File: config.mk
export PLATFORM = sky130hd
export DESIGN_NAME = fp_div_seq
export DESIGN_NICKNAME = d
export VERILOG_FILES = /design/src/rtl/fp_div_seq.sv
export SDC_FILE = /design/constraint.sdc
export NUM_CORES = 1
export LEC_CHECK = 0
export ABC_CLOCK_PERIOD_IN_PS = 3000
export BUFFER_PORTS_ARGS = -buffer_cell sky130_fd_sc_hd__clkbuf_2
export CAP_MARGIN = 30
export CORE_ASPECT_RATIO = 0.6
export CORE_MARGIN = 3
export CORE_UTILIZATION = 33
export CTS_CLUSTER_SIZE = 14
export DETAILED_ROUTE_END_ITERATION = 6
export PLACE_DENSITY = 0.61
export RECOVER_POWER = 100
export SKIP_CTS_REPAIR_TIMING = 1
export SLEW_MARGIN = 20
export SYNTH_ARGS = -nofsm -noshare
export SYNTH_HDL_FRONTEND = slang
export SYNTH_SLANG_ARGS = --single-unit
File: constraint.sdc
create_clock -name clk -period 3 [get_ports clk]
set_input_delay 0.9 -clock clk [delete_from_list [all_inputs] [get_ports clk]]
set_output_delay 0.9 -clock clk [all_outputs]
set_load 0.005 [all_outputs]
File: src/rtl/fp_div_seq.sv
// Sequential single-precision divider: restoring divide of the significands, then normalise and flag.
// Latency: out_valid rises 26 edges after capture for normal operands, 1 edge after for zero operands.
// Backpressure: in_ready only in IDLE; the result is held in DONE until out_ready is seen high.
module fp_div_seq (
  input  logic        clk,
  input  logic        rst_n,
  input  logic        in_valid,
  output logic        in_ready,
  input  logic        sign_1,
  input  logic        sign_2,
  input  logic [7:0]  exp_1,
  input  logic [7:0]  exp_2,
  input  logic [22:0] man_1,
  input  logic [22:0] man_2,
  output logic        out_valid,
  input  logic        out_ready,
  output logic        final_sign,
  output logic [7:0]  final_exp,
  output logic [22:0] final_man,
  output logic [2:0]  flags
);

  typedef enum logic [1:0] {IDLE, CALC, NORM, DONE} state_t;

  state_t      state;
  logic        sign_1_r;
  logic        sign_2_r;
  logic [7:0]  exp_1_r;
  logic [7:0]  exp_2_r;
  logic [23:0] div_r;     // divisor significand B
  logic [24:0] rem_r;     // partial remainder, always < 2*B after the shift
  logic [24:0] q_r;       // quotient bits, MSB first
  logic [4:0]  cnt_r;     // CALC iteration index 0..24

  logic        rem_ge;
  logic [24:0] rem_next;
  logic [24:0] rem_shift;
  logic [9:0]  e_calc;

  // One restoring step: subtract when possible, then shift for the next quotient bit
  always_comb begin
    rem_ge    = (rem_r >= {1'b0, div_r});
    rem_next  = rem_ge ? (rem_r - {1'b0, div_r}) : rem_r;
    rem_shift = rem_next << 1;
  end

  // Unbiased exponent difference rebiased; 10 bits two's complement covers -127..381
  always_comb begin
    e_calc = {2'b00, exp_1_r} - {2'b00, exp_2_r} + 10'd126 + {9'd0, q_r[24]};
  end

  // Control FSM with the datapath registers and registered outputs
  always_ff @(posedge clk or negedge rst_n) begin
    if (!rst_n) begin
      state      <= IDLE;
      in_ready   <= 1'b1;
      out_valid  <= 1'b0;
      final_sign <= 1'b0;
      final_exp  <= 8'd0;
      final_man  <= 23'd0;
      flags      <= 3'b000;
      sign_1_r   <= 1'b0;
      sign_2_r   <= 1'b0;
      exp_1_r    <= 8'd0;
      exp_2_r    <= 8'd0;
      div_r      <= 24'd0;
      rem_r      <= 25'd0;
      q_r        <= 25'd0;
      cnt_r      <= 5'd0;
    end else begin
      case (state)
        IDLE: begin
          if (in_valid && in_ready) begin
            sign_1_r <= sign_1;
            sign_2_r <= sign_2;
            exp_1_r  <= exp_1;
            exp_2_r  <= exp_2;
            rem_r    <= {1'b0, |exp_1, man_1};
            div_r    <= {|exp_2, man_2};
            q_r      <= 25'd0;
            cnt_r    <= 5'd0;
            in_ready <= 1'b0;
            // A zero operand needs no division; go straight to result formation
            if (exp_1 == 8'd0 || exp_2 == 8'd0) state <= NORM;
            else                                 state <= CALC;
          end
        end

        CALC: begin
          q_r   <= {q_r[23:0], rem_ge};
          rem_r <= rem_shift;
          cnt_r <= cnt_r + 5'd1;
          if (cnt_r == 5'd24) state <= NORM;
        end

        NORM: begin
          final_sign <= sign_1_r ^ sign_2_r;
          if (exp_2_r == 8'd0) begin
            final_exp <= 8'hFF;
            final_man <= 23'd0;
            flags     <= 3'b001;
          end else if (exp_1_r == 8'd0) begin
            final_exp <= 8'h00;
            final_man <= 23'd0;
            flags     <= 3'b000;
          end else if ($signed(e_calc) >= 10'sd255) begin
            final_exp <= 8'hFF;
            final_man <= 23'd0;
            flags     <= 3'b010;
          end else if ($signed(e_calc) <= 10'sd0) begin
            final_exp <= 8'h00;
            final_man <= 23'd0;
            flags     <= 3'b100;
          end else begin
            final_exp <= e_calc[7:0];
            // Quotient lies in [0.5, 2); drop the leading one, truncate the rest
            final_man <= q_r[24] ? q_r[23:1] : q_r[22:0];
            flags     <= 3'b000;
          end
          out_valid <= 1'b1;
          state     <= DONE;
        end

        DONE: begin
          if (out_ready) begin
            out_valid <= 1'b0;
            in_ready  <= 1'b1;
            state     <= IDLE;
          end
        end

        default: begin
          state    <= IDLE;
          in_ready <= 1'b1;
        end
      endcase
    end
  end

endmodule

==> results list, run 1 <==
- Number of warnings printed during yosys synthesis: 0
- Number of buffers between clock root and the deepest sink: 2
- In this run the register-to-register setup slack is -0.08 ns.
- Overall track demand over capacity in global routing: roughly 16%
* PnR worst setup slack: -0.0811 ns
- Detailed placement HPWL: between 10 and 15 mm
* Critical path required time: approximately 3.3 ns
* Share of flip-flops with an asynchronous set or reset after synthesis: 100%
- Routability-driven placement finished with a final weighted congestion of 0.846.
- Setup clock skew after layout: around 0.013 ns
- Maximum fanout encountered on the critical timing path: 23
- Final period utilization: 103%
- Fraction of synthesized cell area taken by the top area cell type: between 40% and 50%
- The worst hold path belongs to the class flip-flop to flip-flop.
- Launch instance of the worst register-to-register path: exp_1_r[0]$_DFFE_PN0P_
* Largest cells by area after synthesis: sky130_fd_sc_hd__dfrtp_1 43%, sky130_fd_sc_hd__ha_1 6.3%, sky130_fd_sc_hd__mux2_2 6.1%, sky130_fd_sc_hd__inv_1 4.1%, sky130_fd_sc_hd__mux2i_1 3.9%
- The final number of max-transition violations came to 61.
* DR iter-0 viols: 466
* Total congestion overflow: 0
* Die footprint: 25,900 um2
- For this run, design rule violations remaining after detail routing come to 0.
- Clk_lat worst skew: roughly 0.43 ns
* Cell Rows: 43
- Post-synthesis cell type with the largest combined area: sky130_fd_sc_hd__dfrtp_1
- Max-cap violation count: 1
- When the netlist entered floorplanning its net count stood at between 800 and 900.
- Final critical-path required period: slightly above 3 ns
* Port Buffers: 104
- The critical path in this run is classified as flip-flop to flip-flop.
- I/O pin count: approximately 110
- The placed instances occupy a cell area of 9030 um2.
- Measured along the y axis, the die boundary spans approximately 130 um.
- Reg2reg end: final_man[0]$_DFFE_PN0P_
* Number of nets at the end of the flow: 1,005
- Headroom to the max-slew limit came out at -2.13%.
- Beginning of the critical path: exp_1_r[0]$_DFFE_PN0P_
- Filler cell count: 2,321
* Via count of the first global-routing pass: between 5,000 and 6,000
* Ratio of routed vias to standard cells: between 5 and 6
- Buffers inserted during clock tree synthesis total 17.
- Number of H-tree branching levels: 4
- Dividing the synthesized area by the synthesized cell count gives 10.3 um2.
* Netlist cell types: 74
- Result of the run: finished, violations left
* Critical path capture point type: flip-flop
* Initial Util: 33.9%
* Number of instances on the worst hold path: 2
- For this design the ratio of total power to cell area is about 430 nW/um2.
- The analysis attributes to cell leakage a power of about 4.4 nW.
- Vias after detailed routing: 6,141
- Clock transition at the registers of the reported paths: 0.07 ns
- Max VDD drop: around 370 uV
* Worst-Margin Slew: around 1.5 ns
- After floorplanning, the core was sized to cover around 23,000 um2.
- Once placement completed, the tool counted placed cells totaling between 1,000 and 1,500.
- Syn Std Cell Area: slightly below 8000 um2
- Depth of the worst register-to-register path: 14
- The count of endpoints failing hold in the final timing report is 0.
- Finished Core Util: between 40 and 50%
- Per-cell routed wire length: between 15 and 20 um
- Final routed wirelength across all metal layers: ~20 mm
- The initial antenna violation count came to 1.
- The first global-routing pass estimated 32.3 mm of wire.
* Most common library cells after synthesis: 135 x sky130_fd_sc_hd__dfrtp_1, 86 x sky130_fd_sc_hd__inv_1, 45 x sky130_fd_sc_hd__o21ai_0, 43 x sky130_fd_sc_hd__mux2_2, 42 x sky130_fd_sc_hd__nor2_1
* Maximum number of pins on one net before global-route repair: approximately 60
- Highest attainable clock frequency: about 320 MHz
- Fraction of final layout cells with drive strength greater than 1: between 20% and 30%
- EDFF count, synth: 0
* Count of state elements after synthesis: roughly 140
* Antenna-violating nets left: 0
- For this design, the sink count on the clock tree is approximately 140.
- The finished cells cover roughly 9600 um2.
* Sequential-to-total area share from yosys stat: a little over two fifths
- Root Buffer: sky130_fd_sc_hd__clkbuf_16
* Area growth syn-to-layout: 21.4%
* Top-count cell post-synth: sky130_fd_sc_hd__dfrtp_1
- Before antenna repair, the detailed router went through 4 iterations.
* Primary flip-flop cell chosen by synthesis mapping: sky130_fd_sc_hd__dfrtp_1
* Clock tree from TritonCTS: yes
- Violated checks: capacitance limit, slew limit, setup timing
- Setup violations remaining at the end of the flow were counted as 30.
- Following the worst setup path forward leads to its endpoint at final_man[0]$_DFFE_PN0P_.
* Worst setup SP type: flip-flop
- Synthesis handed over a netlist of between 700 and 800 instances.
* WP data arrival: 3.42 ns
* Final std cells w/o fill: approximately 1,200
- Setup repair after global routing could not meet its margin everywhere.
* Die boundary width: between 200 and 250 um
[critical path, cell delays in order, from the launching register on]
cell	delay (ns)
sky130_fd_sc_hd__dfrtp_1	0.38
sky130_fd_sc_hd__inv_1	0.06
sky130_fd_sc_hd__ha_1	0.16
sky130_fd_sc_hd__inv_1	0.06
sky130_fd_sc_hd__fa_2	0.35
sky130_fd_sc_hd__a211oi_2	0.24
sky130_fd_sc_hd__nor2_2	0.09
sky130_fd_sc_hd__xor2_2	0.16
sky130_fd_sc_hd__or3_1	0.30
sky130_fd_sc_hd__mux2_2	0.26
sky130_fd_sc_hd__a31o_1	0.25
sky130_fd_sc_hd__a22oi_2	0.24
sky130_fd_sc_hd__nand3_2	0.12
sky130_fd_sc_hd__buf_12	0.19
sky130_fd_sc_hd__o22ai_1	0.14
[per-stage QoR]
step | power, mW | setup TNS (ns) | setup WS [ns] | hold slack (ns)
3_5_place_dp | 1.97 | -2.12 | -0.0886 | 0.471
3_3_place_gp | 1.97 | -1.18 | -0.0548 | 0.472
4_1_cts | 4.21 | -2.90 | -0.117 | 0.462
6_report | 4.15 | -1.52 | -0.0811 | 0.482
5_1_grt | 4.31 | -7.41 | -0.242 | 0.517
2_1_floorplan | 1.87 | 0 | 0.0698 | 0.449
[cell families (layout without fill, tap and decap cells)]
logic type | after synthesis | in the layout | share of synthesized area [%]
and+or+nand+nor | 136 | 136 | 8.76
AOI/OAI and AO/OA | 227 | 227 | 21.1
buffers and inverters | 119 | 261 | 6.32
other | 0 | 1 | 0
xor gates and xnor gates | 32 | 32 | 3.83
adders and majority gates | 42 | 42 | 6.84
muxes | 74 | 74 | 10.1
DFF | 136 | 136 | 43.1
[state kept, by name (all words and copies together), names as in the netlist]
name        flops
state           2
final_sign      1
in_ready        1
final_exp       8
rem_r          25
exp_2_r         8
q_r            25
flags           3
out_valid       1
exp_1_r         8
div_r          24
sign_1_r        1
cnt_r           5
sign_2_r        1
final_man      23
[per-layer routing]
layer | part of all wire, % | global-route usage (%) | up-vias
met4 | 1.2 | 4.09 | 0
li1 | - | - | 3032
met3 | 4.5 | 4.11 | 19
met2 | 39 | 20.5 | 128
met5 | 0 | 0 | -
met1 | 56 | 25.6 | 2962
[worst min path at each step]
stage | to | slack, ns | from
2_1_floorplan | rem_r[24]$_DFFE_PN0P_ | 0.45 | rem_r[24]$_DFFE_PN0P_
3_3_place_gp | rem_r[24]$_DFFE_PN0P_ | 0.47 | rem_r[24]$_DFFE_PN0P_
3_5_place_dp | rem_r[24]$_DFFE_PN0P_ | 0.47 | rem_r[24]$_DFFE_PN0P_
4_1_cts | final_man[15]$_DFFE_PN0P_ | 0.46 | rst_n
5_1_grt | rem_r[24]$_DFFE_PN0P_ | 0.52 | rem_r[24]$_DFFE_PN0P_
6_report | rem_r[24]$_DFFE_PN0P_ | 0.48 | rem_r[24]$_DFFE_PN0P_
[power breakdown]
part	internal, mW	total (mW)	switching (mW)
registers	1.83	1.83	0
clock network	1.32	2.22	0.898
logic	0.0330	0.0935	0.0605
total	3.19	4.15	0.959
[cell usage in the layout (no fill, tap or decap), types with 31 or more instances in the layout]
| cell | n |
|---|---|
| sky130_fd_sc_hd__a21oi_1 | 38 |
| sky130_fd_sc_hd__buf_4 | 32 |
| sky130_fd_sc_hd__clkbuf_2 | 89 |
| sky130_fd_sc_hd__dfrtp_1 | 135 |
| sky130_fd_sc_hd__ha_1 | 39 |
| sky130_fd_sc_hd__inv_1 | 86 |
| sky130_fd_sc_hd__mux2_2 | 43 |
| sky130_fd_sc_hd__mux2i_1 | 31 |
| sky130_fd_sc_hd__nor2_1 | 40 |
| sky130_fd_sc_hd__o21ai_0 | 45 |
[cell type report]
| class | instances | area (um2) | share of cell area (%) |
|---|---|---|---|
| Antenna cell | 1 | 2.50 | 0.0261 |
| Sequential cell | 136 | 3400 | 35.5 |
| Clock inverter | 15 | 189 | 1.97 |
| Tap cell | 315 | 394 | 4.11 |
| Clock buffer | 17 | 425 | 4.43 |
| Timing Repair Buffer | 143 | 800 | 8.33 |
| Multi-Input combinational cell | 511 | 4060 | 42.3 |
| Inverter | 86 | 323 | 3.36 |
No activity file was read; power rests on OpenSTA's default activity.
==> inputs of run 2 (changes only) <==
--- a/config.mk
+++ b/config.mk
@@ -6,13 +6,14 @@
 export NUM_CORES = 1
 export LEC_CHECK = 0
 export ABC_CLOCK_PERIOD_IN_PS = 3000
-export BUFFER_PORTS_ARGS = -buffer_cell sky130_fd_sc_hd__clkbuf_2
+export BUFFER_PORTS_ARGS = -buffer_cell sky130_fd_sc_hd__buf_2
 export CAP_MARGIN = 30
 export CORE_ASPECT_RATIO = 0.6
 export CORE_MARGIN = 3
 export CORE_UTILIZATION = 33
 export CTS_CLUSTER_SIZE = 14
 export DETAILED_ROUTE_END_ITERATION = 6
+export GPL_ROUTABILITY_DRIVEN = 0
 export PLACE_DENSITY = 0.61
 export RECOVER_POWER = 100
 export SKIP_CTS_REPAIR_TIMING = 1
==> run 2 against run 1 <==
  * The run still ends with capacitance limit, slew limit, setup timing left
  * Clock skew is 0.0017 ns higher
  * Die area stayed put
  * Setup slack worse by 0.12 ns
  * Combinational power is 1% lower
  * Register-to-register slack worse by 0.12 ns
  * Wire length is 3.1% higher
  * Sequential cell count stayed put
  * Critical path depth stayed put
  * Via count is 1.4% higher
  * Maximum frequency is 3.9% lower
  * Power is 0.35% higher
  * Cell count is 0.33% higher
  * Critical path type unchanged
==> results list, run 2 (same netlist as run 1, synthesis figures left out) <==
- Result of the run: finished, violations left
* Violated checks: capacitance limit, slew limit, setup timing
* Worst slew slack as a fraction of its limit: -5.23%
- Clk_lat worst skew: about 0.43 ns
* PnR worst setup slack: -0.205 ns
- In this run the worst setup path begins at exp_1_r[0]$_DFFE_PN0P_.
- Total met3 wirelength after detailed routing: just under 800 um
* Maximum fanout encountered on the critical timing path: 12
- Setup clock skew after layout: 0.0145 ns
- Per-cell routed wire length: 16.8 um
- Setup Crit Path Kind: flip-flop to flip-flop
- Hold timing on the final database bottoms out at a slack of between 0.4 and 0.5 ns.
- In this run the power density over the cells is ~430 nW/um2.
* Final Slew Violations: 62
* Final period utilization: 107%
- Before CTS, the worst setup slack after placement is -0.134 ns.
- DRC violation count after routing: 0
* Number of detailed-route iterations in the first pass: 4
* Fraction of final layout cells with drive strength greater than 1: roughly 28%
* I/O pin count: 105
- Cells fill 41.6% of the core in the end.
- Highest attainable clock frequency: around 310 MHz
- Maximum number of pins on one net before global-route repair: 62
* Overall track demand over capacity in global routing: approximately 16%
- Antenna violations before repair: 2
* WP data arrival: about 3.5 ns
- The initial utilization of the core area, before any placement, comes to roughly 34%.
- Summed over all nets, the half-perimeter wirelength after detailed placement is about 15 mm.
- On the critical path the largest part of the delay comes from compound AO/OA/AOI/OAI gates.
* Total congestion overflow: 0
- Clock tree synthesis inserted a total of 17 buffers.
* Hold Violations, Final: 0
- For the final routed database, the setup TNS stands at -5.14 ns.
* Longest individual stage delay on the worst path: 0.37 ns
- Root Buffer: sky130_fd_sc_hd__clkbuf_16
* Final std cells w/o fill: between 1,000 and 1,500
- Unrepaired setup endpoints after global routing: yes
- Traced cell by cell, the critical path runs through inv_1, ha_2, inv_2, fa_2, a211oi_4, nor2_2, xor2_2, or3_1, mux2_4, a31o_1, a22oi_2, nand3_4, buf_12, o22ai_2.
- The region available for standard cell placement spans ~23,000 um2.
- In this run the static leakage power is around 4.5 nW.
* Port Buffers: approximately 100
- Die boundary width: roughly 210 um
- The number of buffers and inverters on the critical path is 3.
- Summing all flip-flop and latch instances after layout gives 3400 um2.
- After floorplanning, the core was divided into 43 placement rows.
- Slowest cell on the critical path: sky130_fd_sc_hd__dfrtp_1
* Wire length on met2: about 8 mm
* Area of the multi-input gates: ~4100 um2
- Clock-pin slew was measured on the worst setup and hold paths at 0.06 ns.
* Antenna-violating nets left: 0
* Placed insts: around 1,200
- The clock passes through at most 2 buffers.
- The clock drives 136 sinks.
- Summed over all layers, the routed wires come to 20.7 mm.
* Worst-Margin Slew: 1.58 ns
* Routed metal-1 wire length: between 10 and 15 mm
- The via count of the first global-routing pass came to 6,011.
- The top cell types in the final layout, fill and taps aside, are 135 x sky130_fd_sc_hd__dfrtp_1, 86 x sky130_fd_sc_hd__buf_2, 85 x sky130_fd_sc_hd__inv_1, 44 x sky130_fd_sc_hd__o21ai_0, 42 x sky130_fd_sc_hd__mux2_2.
- Clock tree from TritonCTS: yes
- VDD sags by at most roughly 350 uV.
- Filler cell count: 2,298
- The final layout contains 1,009 nets.
- From synthesis to final layout, the design area changed by 22.6%.
- In the final layout, the registers with the most flip-flops are q_r (25), rem_r (25), div_r (24).
- STA classifies the critical path startpoint as a flip-flop.
- Max-cap violation count: 1
* First-pass GRT wire length: ~33 mm
- Number of H-tree branching levels: 4
* Max layer used: met4
- Source of the worst hold timing path: rem_r[24]$_DFFE_PN0P_
- Critical path required time: approximately 3.3 ns
- Vertical die dimension: around 130 um
* Critical path capture point type: flip-flop
- Vias after detailed routing: between 6,000 and 7,000
* Setup-violating endpoint count in the final report: 31
- DR iter-0 viols: ~380
- Path type of the worst min-delay path: flip-flop to flip-flop
- The worst path in the final design needs a cycle of 3.20 ns, including I/O delays and setup.
* Launch instance of the worst register-to-register path: exp_1_r[0]$_DFFE_PN0P_
- Dividing the detail-routed via count by the number of cells gives about 5.1.
* Die footprint: ~26,000 um2
- The library cell used most frequently in the layout, excluding fill and tap cells, is sky130_fd_sc_hd__dfrtp_1.
-- run 2: changes by cell type in the layout (fill, tap and decap cells not counted), sizes merged --
cell | previous run | this run
clkbuf | 126 | 46
buf | 34 | 122
diode | 1 | 2
inv | 92 | 88
clkinv | 1 | 3
clkinvlp | 5 | 2
-- run 2: power by group --
part           internal [mW]  switching (mW)  leakage (nW)
Clock                   1.40           0.842         0.302
Combinational         0.0325          0.0598          2.31
Sequential              1.83               0          1.87
-- run 2: through the flow --
stage                     instance area [um2]  total power, mW
final                                    9690             4.16
after global routing                     9690             4.32
after CTS                                9650             4.23
after detailed placement                 9030             1.97
after global placement                   9030             1.97
after floorplan                          7900             1.87
-- run 2: final cells by class --
type | instances | share of cell area, %
multi-input cells | 511 | 42.2
flip-flops and latches | 136 | 35.1
repair buffers | 147 | 8.80
inverters | 86 | 3.33
clock buffers | 21 | 4.96
well taps | 315 | 4.07
diodes | 2 | 0.0517
clock inverters | 10 | 1.46
-- run 2: tightest hold or removal path, stage by stage (launching register included) --
cell and delay [ns]:
sky130_fd_sc_hd__dfrtp_1 0.34, sky130_fd_sc_hd__nand2_1 0.05, sky130_fd_sc_hd__o31ai_1 0.06
-- run 2: final timing paths --
check                                                  to  slack, ns  cells after the start
worst max-delay path            final_man[10]$_DFFE_PN0P_      -0.20                     14
worst min-delay path                rem_r[24]$_DFFE_PN0P_       0.49                      2
worst max register to register  final_man[10]$_DFFE_PN0P_      -0.20                     14
worst min register to register      rem_r[24]$_DFFE_PN0P_       0.49                      2
max in group asynchronous            div_r[0]$_DFFE_PN0P_       0.37                      2
min in group asynchronous       final_man[16]$_DFFE_PN0P_       0.88                      1
-- run 2: metal layers --
layer / global-route usage (%) / vias to the layer above
met3: 4.00 / 9
met2: 21.2 / 113
met4: 3.65 / 0
met5: 0 / -
met1: 26.4 / 3060
li1: - / 3044
==> inputs of run 3 (changes only) <==
--- a/config.mk
+++ b/config.mk
@@ -16,6 +16,7 @@
 export GPL_ROUTABILITY_DRIVEN = 0
 export PLACE_DENSITY = 0.61
 export RECOVER_POWER = 100
+export SETUP_SLACK_MARGIN = 0.3
 export SKIP_CTS_REPAIR_TIMING = 1
 export SLEW_MARGIN = 20
 export SYNTH_ARGS = -nofsm -noshare
==> run 3 against run 2 <==
  * The flow finishes with violations (setup timing)
  * Worst hold slack gained 0.015 ns
  * Wire length grew 0.12%
  * Clock power shrank 6%
  * Power shrank 3.0%
  * Utilization grew 0.73 points
  * Count of clock-buffer cells in the layout shrank 2
  * Register-to-register slack gained 0.10 ns
  * Largest power group unchanged
  * Critical endpoint is now final_exp[6]$_DFFE_PN0P_
  * Setup slack gained 0.10 ns
  * Critical path type unchanged
  * Sequential share of layout area shrank 0.59 points
==> results list, run 3 (same netlist as run 1, synthesis figures left out) <==
* Final Slew Violations: 0
- Cell Rows: between 40 and 50
* Max-cap violation count: 0
- Final hold analysis gives a worst-case slack of 0.503 ns.
- After detailed routing, the number of remaining DRC violations is 0.
- The routed layout has between 6,000 and 7,000 vias.
- The root buffer cell chosen for the clock tree is sky130_fd_sc_hd__clkbuf_16.
- Cell breakdown of the critical path: inv_1, ha_2, inv_1, fa_2, a211oi_2, nor2_2, xor2_2, or3_1, mux2_2, a31o_1, a22oi_2, o21a_2, o221ai_1
* WP data arrival: between 3 and 4 ns
* Unrepaired setup endpoints after global routing: yes
- Critical path required time: 3.28 ns
- Maximum fanout encountered on the critical timing path: 8
* First-pass GRT wire length: between 30 and 40 mm
- In the post-route analysis, the smallest setup slack over all paths is -0.101 ns.
* Setup-violating endpoint count in the final report: 31
- The flow ran to the end, but the final reports show violations.
- Violated checks: setup timing
- Setup slack of the most critical reg-to-reg path: -0.10 ns
* Number of detailed-route iterations in the first pass: 5
- After the first detailed-routing iteration, the DRC count stood at approximately 490.
- The die is roughly 210 um wide.
- STA classifies the critical path startpoint as a flip-flop.
- At the later pin of the worst-skew pair, clock insertion delay measures approximately 0.43 ns.
* Diodes inserted: 0
* Cell Area, Placed: 9010 um2
- The area growth from synthesis to layout is 24.8%.
* Floorplan Core Area: about 23,000 um2
- CTS built an H-tree with a depth of 4.
- Total congestion overflow: 0
- The worst setup path is of the flip-flop to flip-flop kind.
* Registers with the highest flip-flop counts: q_r (25), rem_r (25), div_r (24)
- The top cell types in the final layout, fill and taps aside, are 134 x sky130_fd_sc_hd__dfrtp_1, 85 x sky130_fd_sc_hd__inv_1, 80 x sky130_fd_sc_hd__buf_2, 43 x sky130_fd_sc_hd__mux2_2, 38 x sky130_fd_sc_hd__nor2_1.
- Cells with a size suffix above 1 make up ~30% of the layout.
- Most common cell on crit path: sky130_fd_sc_hd__inv_1
* Clock tree from TritonCTS: yes
* Die footprint: 25,900 um2
- Clock-pin slew was measured on the worst setup and hold paths at ~0.070 ns.
- Static timing analysis puts the maximum clock frequency at ~320 MHz.
* Final routed wirelength across all metal layers: about 21 mm
- Initial Util: around 34%
* Overall track demand over capacity in global routing: between 10% and 20%
- Clk sink count: approximately 140
- Antenna violations before repair: 1
- Final Instance Area: roughly 9900 um2
* Final critical-path required period: between 3 and 4 ns
* Slowest cell on the critical path: sky130_fd_sc_hd__dfrtp_1
- Across the VDD grid, the largest voltage drop is roughly 400 uV.
* Antenna-violating nets left: 0
- In the final design database the tool counted just over 1,000 nets.
- Vertical die dimension: around 130 um
- In this run the tool buffered the top-level ports with about 100 buffer cells.
- 105 I/O pins were placed.
- The library cell used most frequently in the layout, excluding fill and tap cells, is sky130_fd_sc_hd__dfrtp_1.
* Worst slew slack as a fraction of its limit: ~16%
- Hold Violations, Final: 0
* Ratio of routed vias to standard cells: slightly above 5
* Power per cell area: just over 400 nW/um2
* Final std cells w/o fill: between 1,000 and 1,500
- After detailed routing, the average wire length per cell comes to between 15 and 20 um.
- Maximum number of pins on one net before global-route repair: 48
- Number of buffers between clock root and the deepest sink: 2
* Critical path capture point type: flip-flop
* Placed insts: 1,190
- Finished Core Util: a little over two fifths
* Final period utilization: 103%
- The HPWL after detailed placement is 14.7 mm.
* Total power of the final layout: a little over 4 mW
- In this design, the stage delay of the slowest critical-path cell is roughly 0.38 ns.
- Worst-Margin Slew: between 1 and 1.5 ns
* Path type of the worst min-delay path: flip-flop to flip-flop
* Leakage dissipation: about 4.5 nW
* Setup clock skew after layout: approximately 0.0088 ns
- The via count of the first global-routing pass came to between 6,000 and 7,000.
- In this run, CTS created clock tree buffers numbering 17.
## run 3: worst paths after layout
kind / start / endpoint / depth (start not counted)
worst min register to register: div_r[9]$_DFFE_PN0P_ / div_r[9]$_DFFE_PN0P_ / 1
worst max register to register: exp_1_r[0]$_DFFE_PN0P_ / final_exp[6]$_DFFE_PN0P_ / 13
max in group asynchronous: rst_n / div_r[1]$_DFFE_PN0P_ / 2
worst max-delay path: exp_1_r[0]$_DFFE_PN0P_ / final_exp[6]$_DFFE_PN0P_ / 13
worst min-delay path: div_r[9]$_DFFE_PN0P_ / div_r[9]$_DFFE_PN0P_ / 1
min in group asynchronous: rst_n / final_man[16]$_DFFE_PN0P_ / 1
## run 3: metal layers
| metal | vias up | GRT usage (%) | wire length [um] | share of wire, % |
|---|---|---|---|---|
| met5 | - | 0 | 13 | 0.063 |
| met4 | 2 | 3.65 | 174 | 0.84 |
| met3 | 14 | 4.16 | 1080 | 5.2 |
| met2 | 135 | 21.0 | 8040 | 39 |
| met1 | 3036 | 26.1 | 11400 | 55 |
| li1 | 3058 | - | - | - |
## run 3: layout make-up
class | count | area [um2]
Timing Repair Buffer | 156 | 943
Fill cell | 2265 | 13400
Sequential cell | 136 | 3410
Multi-Input combinational cell | 511 | 4210
Inverter | 86 | 323
Tap cell | 315 | 394
Clock buffer | 19 | 443
Clock inverter | 12 | 143
## run 3: critical path: cells and delay by family (launching register included)
family | cells | cell delay, ns
AOI/OAI and AO/OA | 5 | 1.14
xor gates and xnor gates | 1 | 0.17
adders and majority gates | 2 | 0.52
and+or+nand+nor | 2 | 0.38
muxes | 1 | 0.26
buffers and inverters | 2 | 0.12
DFF | 1 | 0.38
## run 3: power by group
group          internal [mW]  switching (mW)
sequential              1.83               0
combinational         0.0334          0.0595
clock                   1.26           0.856
total                   3.12           0.915
## run 3: metrics by stage
step | setup TNS (ns) | setup slack (ns)
final | -2.44 | -0.101
after global routing | -11.63 | -0.226
after CTS | -1.96 | -0.0800
after detailed placement | -1.46 | -0.0744
after global placement | 0 | 0.00157
after floorplan | 0 | 0.138
